File: config.mk
export PLATFORM = sky130hd
export DESIGN_NAME = inst_fetch_unit
export DESIGN_NICKNAME = d
export VERILOG_FILES = /design/src/rtl/inst_fetch_unit.sv
export SDC_FILE = /design/constraint.sdc
export NUM_CORES = 1
export LEC_CHECK = 0
export ABC_AREA = 1
export BUFFER_PORTS_ARGS = -buffer_cell sky130_fd_sc_hd__buf_4
export CORE_ASPECT_RATIO = 1.4
export CORE_UTILIZATION = 54
export CTS_CLUSTER_DIAMETER = 100
export CTS_CLUSTER_SIZE = 14
export DETAILED_ROUTE_END_ITERATION = 8
export GPL_ROUTABILITY_DRIVEN = 0
export GPL_TIMING_DRIVEN = 0
export PLACE_DENSITY = 0.93
export SYNTH_ARGS = -nofsm -noshare
export SYNTH_HDL_FRONTEND = slang
export SYNTH_SLANG_ARGS = --single-unit
File: constraint.sdc
create_clock -name clk -period 4.5 [get_ports clk]
set_input_delay 0.225 -clock clk [delete_from_list [all_inputs] [get_ports clk]]
set_output_delay 0.225 -clock clk [all_outputs]
set_load 0.02 [all_outputs]
File: src/rtl/inst_fetch_unit.sv
// Instruction fetch sequencer: it holds the PC, fetches one word at a time over
// imem req/ack, presents it until retire, then steps to PC+4 or to the branch target.
module inst_fetch_unit #(
  parameter logic [31:0] RESET_PC = 32'h0000_0000
) (
  input  logic        clk,
  input  logic        rst,
  input  logic        PCSel,
  input  logic [31:0] alu_target,
  input  logic        retire,
  output logic        imem_req,
  output logic [31:0] imem_addr,
  input  logic        imem_ack,
  input  logic [31:0] imem_rdata,
  output logic [31:0] inst,
  output logic        inst_valid,
  output logic [31:0] pc,
  output logic [31:0] pc_plus4,
  output logic        misalign_err,
  output logic [31:0] retired_cnt,
  output logic [1:0]  fsm_state
);

  // Handshake: the memory may take the read on any cycle where imem_req=1 and
  // imem_ack=1; imem_addr stays constant from req rise until that cycle, and
  // imem_ack is ignored whenever imem_req=0.

  typedef enum logic [1:0] {
    S_FETCH = 2'd0,
    S_HOLD  = 2'd1,
    S_HALT  = 2'd2
  } state_e;

  localparam logic [31:0] NOP = 32'h0000_0013;

  state_e      state_q, state_d;
  logic [31:0] pc_q, pc_d;
  logic [31:0] inst_q, inst_d;
  logic        inst_valid_q, inst_valid_d;
  logic        req_q, req_d;
  logic        misalign_q, misalign_d;
  logic [31:0] cnt_q, cnt_d;
  logic [31:0] next_pc;

  // Bit 0 of the target is dropped as jalr requires.
  assign next_pc = PCSel ? (alu_target & ~32'd1) : (pc_q + 32'd4);

  always_ff @(posedge clk or posedge rst) begin
    if (rst) begin
      state_q      <= S_FETCH;
      pc_q         <= RESET_PC;
      inst_q       <= NOP;
      inst_valid_q <= 1'b0;
      req_q        <= 1'b1;
      misalign_q   <= 1'b0;
      cnt_q        <= 32'd0;
    end else begin
      state_q      <= state_d;
      pc_q         <= pc_d;
      inst_q       <= inst_d;
      inst_valid_q <= inst_valid_d;
      req_q        <= req_d;
      misalign_q   <= misalign_d;
      cnt_q        <= cnt_d;
    end
  end

  always_comb begin
    state_d      = state_q;
    pc_d         = pc_q;
    inst_d       = inst_q;
    inst_valid_d = inst_valid_q;
    req_d        = req_q;
    misalign_d   = misalign_q;
    cnt_d        = cnt_q;
    unique case (state_q)
      S_FETCH: begin
        if (imem_ack) begin
          inst_d       = imem_rdata;
          inst_valid_d = 1'b1;
          req_d        = 1'b0;
          state_d      = S_HOLD;
        end
      end
      S_HOLD: begin
        if (retire) begin
          cnt_d        = cnt_q + 32'd1;
          inst_valid_d = 1'b0;
          if (!next_pc[1]) begin
            pc_d    = next_pc;
            req_d   = 1'b1;
            state_d = S_FETCH;
          end else begin
            misalign_d = 1'b1;
            state_d    = S_HALT;
          end
        end
      end
      default: begin
        // HALT (and the unused encoding) freezes everything until reset.
        state_d = S_HALT;
      end
    endcase
  end

  assign imem_req     = req_q;
  assign imem_addr    = pc_q;
  assign inst         = inst_q;
  assign inst_valid   = inst_valid_q;
  assign pc           = pc_q;
  assign pc_plus4     = pc_q + 32'd4;
  assign misalign_err = misalign_q;
  assign retired_cnt  = cnt_q;
  assign fsm_state    = state_q;

endmodule

-- After elaboration in Yosys (flattened, before gate mapping)
Cells that the tools add are included.
- input port bits: 69
- bits in registers: 100
- output and inout bits: 165
- logic and storage cells: 35
- reductions and logical operators: 9
- bitwise operators: 1
- muxes and demuxes: 12
- equal/unequal tests: 4
- add/subtract/negate cells: 2
- operator list (cell ; number):
    $add A32 B1 Y32 const B ; 1
    $add A32 B3 Y32 const B ; 1
    $mux W32 ; 1
    $reduce_and A3 Y1 ; 3
    $mux W2 ; 3
    $ne A2 B2 Y1 const B ; 3
    $reduce_and A2 Y1 ; 3
    $mux W1 ; 5
    $pmux W1 S2 ; 2
    $pmux W2 S2 ; 1
    $reduce_and A4 Y1 ; 1
    $eq A2 B1 Y1 const B ; 1
    $logic_not A2 Y1 ; 1
    $reduce_bool A2 Y1 ; 1
    $not A1 Y1 ; 1

-- Depth between registers and ports, before layout
- word-level depth: 5
- mapped depth: 10
- mapped depth without buffers: 10

-- Least setup slack after synthesis
No wires, ideal clock.
- path kind: reg-to-reg
- start point: register pc_q[3] (netlist: imem_addr[3])
- end point: register pc_q[8] (netlist: imem_addr[8])
- clock period less this slack: 1780 ps
- setup time: 77 ps
- path slack: 2720 ps
- arrival time: 1703 ps
- required time: 4423 ps
- stages on the path, launching flop included: 8
- buffers on the path: 0
- cells stage by stage: dfrtp_1 ha_1 nand2_1 nor2_4 nand2_1 xnor2_1 nand2_1 a21oi_1
- longest elaborated chain between the ends: 2
- RTL lines (item ; RTL line ; RTL):
    from (decl) ; 37 ; logic [31:0] pc_q, pc_d;
    from (signal assigned) ; 59 ; pc_q <= pc_d;
    $add A32 B3 Y32 ; - ;
    net pc_plus4[8] ; 18 ; output logic [31:0] pc_plus4,
    $mux W32 ; 46 ; assign next_pc = PCSel ? (alu_target & ~32'd1) : (pc_q + 32'd4);
The timed path passes the listed nets, and every way through them passes these cells.
A chain may end at the register's enable or synchronous reset.

-- Worst setup path in the final report
- start point: register pc_q[3] (netlist: imem_addr[3])
- end point: output pc_plus4[22]
- longest elaborated chain between the ends: 1
- RTL lines (item ; RTL line ; RTL):
    $add A32 B3 Y32 ; 111 ; assign pc_plus4 = pc_q + 32'd4;
    to (decl) ; 18 ;
No other way between the ends.

==> out/metrics.yaml <==
setup_violations: 0
area_growth_pct: 36.87
end_kind: "primary output"
hpwl_mm: 14.44
synthMuxAreaShare: 0
io_buffer_count: 226
synth_most_common_cell: "nand2_1"
cp_common_cell: "nand2_1"
worst_slack_ns: 2.200
ioPinCount: 234
synth_top_area_cell: "dfrtp_1"
multi_input_area_sq_mm: 0.002909
num_antenna_cells: 0
leakagePower_nw: 4.334
r2r_slack_ns: 2.67
start_kind: "flip-flop"
fp.dieH_um: 126.6
grt_usage: 0.3253
cts_sinks: 99
drt-initial-drc-count: 327
async_flop_share: 1.000
wl_per_cell_um: 14.76
slowest_stage: "dfrtp_1"
relSlewSlack: 0.5124
drc_errors: 0
crit_fanout: 5
synth_top_area_frac: 0.3969
cts.clk_slew.worst_paths_ns: 0.08
die-area_sq_mm: 0.01152
syn-cell-area_sq_mm: 0.005989
num_vias: 6487
synth.yosys.seq_area_share: 0.4145
ys.flop_type: "dfrtp_1"
drtPass1Iterations: 9
cpLargestDelayFamily: "simple AND/OR/NAND/NOR gates"
yosysWarnings: 0
r2r-start: "imem_addr[3]$_DFFE_PP0P_"
path_cells: "ha_1 -> nand2_1 -> nor2_4 -> nand2_2 -> nor2_2 -> nand2_1 -> nand2_1 -> nand2_1 -> buf_4"
critical_path_arrival_ns: 2.08
synth-xor-area-share: 0.03802
drv_cap: 0
fin_crit_sh: 0.5112
vias_per_cell: 5.215
clkLatencyLatePin_ns: 0.35
ant_nets: 0
path_buf_inv: 1
grt_max_degree: 61
grt_pass1_wl_mm: 29.57
fin_util: 0.7583
cts_tree: "built"
period_needed_ns: 2.300
r2r_cells: 10
die_width_um: 91.01
synth_compound_area_frac: 0.04533
clock_skew_ns: 0.009879
yosys-top-cells-area: "dfrtp_1 (40%), nand2_1 (20%), nor2_1 (7.1%), nand3_1 (5.3%), buf_4 (4.9%)"
seqCellArea_sq_mm: 0.002482
grt_pass1_vias: 6253
dpl_cell_area_sq_mm: 0.007904
fmax_mhz: 434.7
r2r_end: "imem_addr[24]$_DFFE_PP0P_"
std_cell_rows: 45
synth_fa_ha_area_frac: 0.004178
numCtsBuffers: 9
slew_viol_final: 0
start_util: 0.5541
totalWireLength_mm: 18.36
yosys.cell_types.count: 33
cp.required_ns: 4.28
place_ws_ns: 2.623
power.density_mw_per_mm2: 687.5
ys_seq_elements: 99
worst_pin_slew_ns: 0.7314
yosys-top-cells-count: "nand2_1 (326), nor2_1 (114), dfrtp_1 (95), nand3_1 (63), inv_1 (58)"
peakVddDrop_mv: 0.5494
clock_path_buffers: 2
htree_levels: 3
syn_avg_cell_area_sq_um: 7.005
drive_above_1_share: 0.3055
netlist_instances: 855
clockRootBuffer: "clkbuf_16"
fillers: 860
hold_buffers: 0
nets: 1169
hold_viol_final: 0
status: "finished, final reports clean"
synth_top_family_by_area: "simple AND/OR/NAND/NOR gates"
fin_area_sq_mm: 0.008198
synth-edff-count: 0
cts_setup_buffers: 0
antenna_found_initial: 0
cts-resized-gates: 0
grt-ovfl-total: 0
grt_setup_unrepaired: "no"
fin_tns_setup_ns: 0
fp.coreArea_sq_mm: 0.01081
hp-class: "input port to async pin"
max_stage_delay_ns: 0.43
synth-simple-area-share: 0.3944
holdWs_ns: 0.0003165
crit_type: "flip-flop to primary output"
## metal layers
| metal | part of all wire | global-route usage | wire (um) |
|---|---|---|---|
| met5 | 0 | 0 | 0 |
| met4 | 0.047 | 0.1783 | 859 |
| met3 | 0.078 | 0.07554 | 1439 |
| met2 | 0.53 | 0.5856 | 9678 |
| met1 | 0.35 | 0.3503 | 6384 |
## report_power, final
group / switching [mW] / internal (mW) / leakage, nW
logic: 1.91 / 1.33 / 2.95
registers: 0.406 / 1.22 / 1.24
clock network: 0.376 / 0.392 / 0.146
total: 2.69 / 2.94 / 4.33
## worst max-delay path by stage
stage | start | end | slack [ns] | depth (start not counted)
6_report | imem_addr[3]$_DFFE_PP0P_ | pc_plus4[22] | 2.20 | 9
5_1_grt | imem_addr[3]$_DFFE_PP0P_ | pc_plus4[22] | 2.09 | 9
4_1_cts | imem_addr[3]$_DFFE_PP0P_ | pc_plus4[24] | 2.24 | 9
3_5_place_dp | imem_addr[3]$_DFFE_PP0P_ | pc_plus4[24] | 2.62 | 9
3_3_place_gp | rst | retired_cnt[22]$_DFFE_PP0P_ | 0.45 | 2
2_1_floorplan | rst | fsm_state[0]$_DFFE_PP0P_ | 1.69 | 1
## stage by stage
| step | power, mW | cells |
|---|---|---|
| 3_3_place_gp | 4.757 | 1227 |
| 5_1_grt | 5.974 | 1244 |
| 6_report | 5.636 | 1244 |
| 4_1_cts | 5.633 | 1244 |
| 3_5_place_dp | 4.864 | 1228 |
| 2_1_floorplan | 3.504 | 860 |
## layout by cell type, fill, tap and decap left out, drive strengths merged
cell / n
nand2: 336
buf: 277
nor2: 135
dfrtp: 95
nand3: 67
inv: 66
a21oi: 24
o21ai: 21
clkbuf: 18
xnor2: 14
xor2: 12
nand3b: 7
conb: 6
nand4: 5
o22ai: 4
dfstp: 4
clkinv: 4
ha: 2
nor3: 2
and2: 1
o21a: 1
o21bai: 1
a31oi: 1
## state kept, by name (all words and copies together) (netlist names)
signal and cells:
imem_addr 30, inst 32, inst_valid 1, imem_req 1, retired_cnt 32, fsm_state 2
misalign_err 1
## kinds of logic (layout without fill, tap and decap cells)
kind of cell | count (synthesis) | after routing
DFF | 99 | 99
other | 1 | 6
buffers and inverters | 122 | 365
xor gates and xnor gates | 26 | 26
and+or+nand+nor | 553 | 553
adders and majority gates | 2 | 2
AOI/OAI and AO/OA | 52 | 52
## area by class of cell
class                      instances  area share
multi-input combinational        639      0.3549
sequential                        99      0.3028
timing repair buffer             227      0.2094
buffer                            59     0.04640
inverter                          63     0.02915
clock buffer                       9     0.02747
tap                              141     0.02152
clock inverter                     7    0.008394
(Power assumes the default switching activity.)
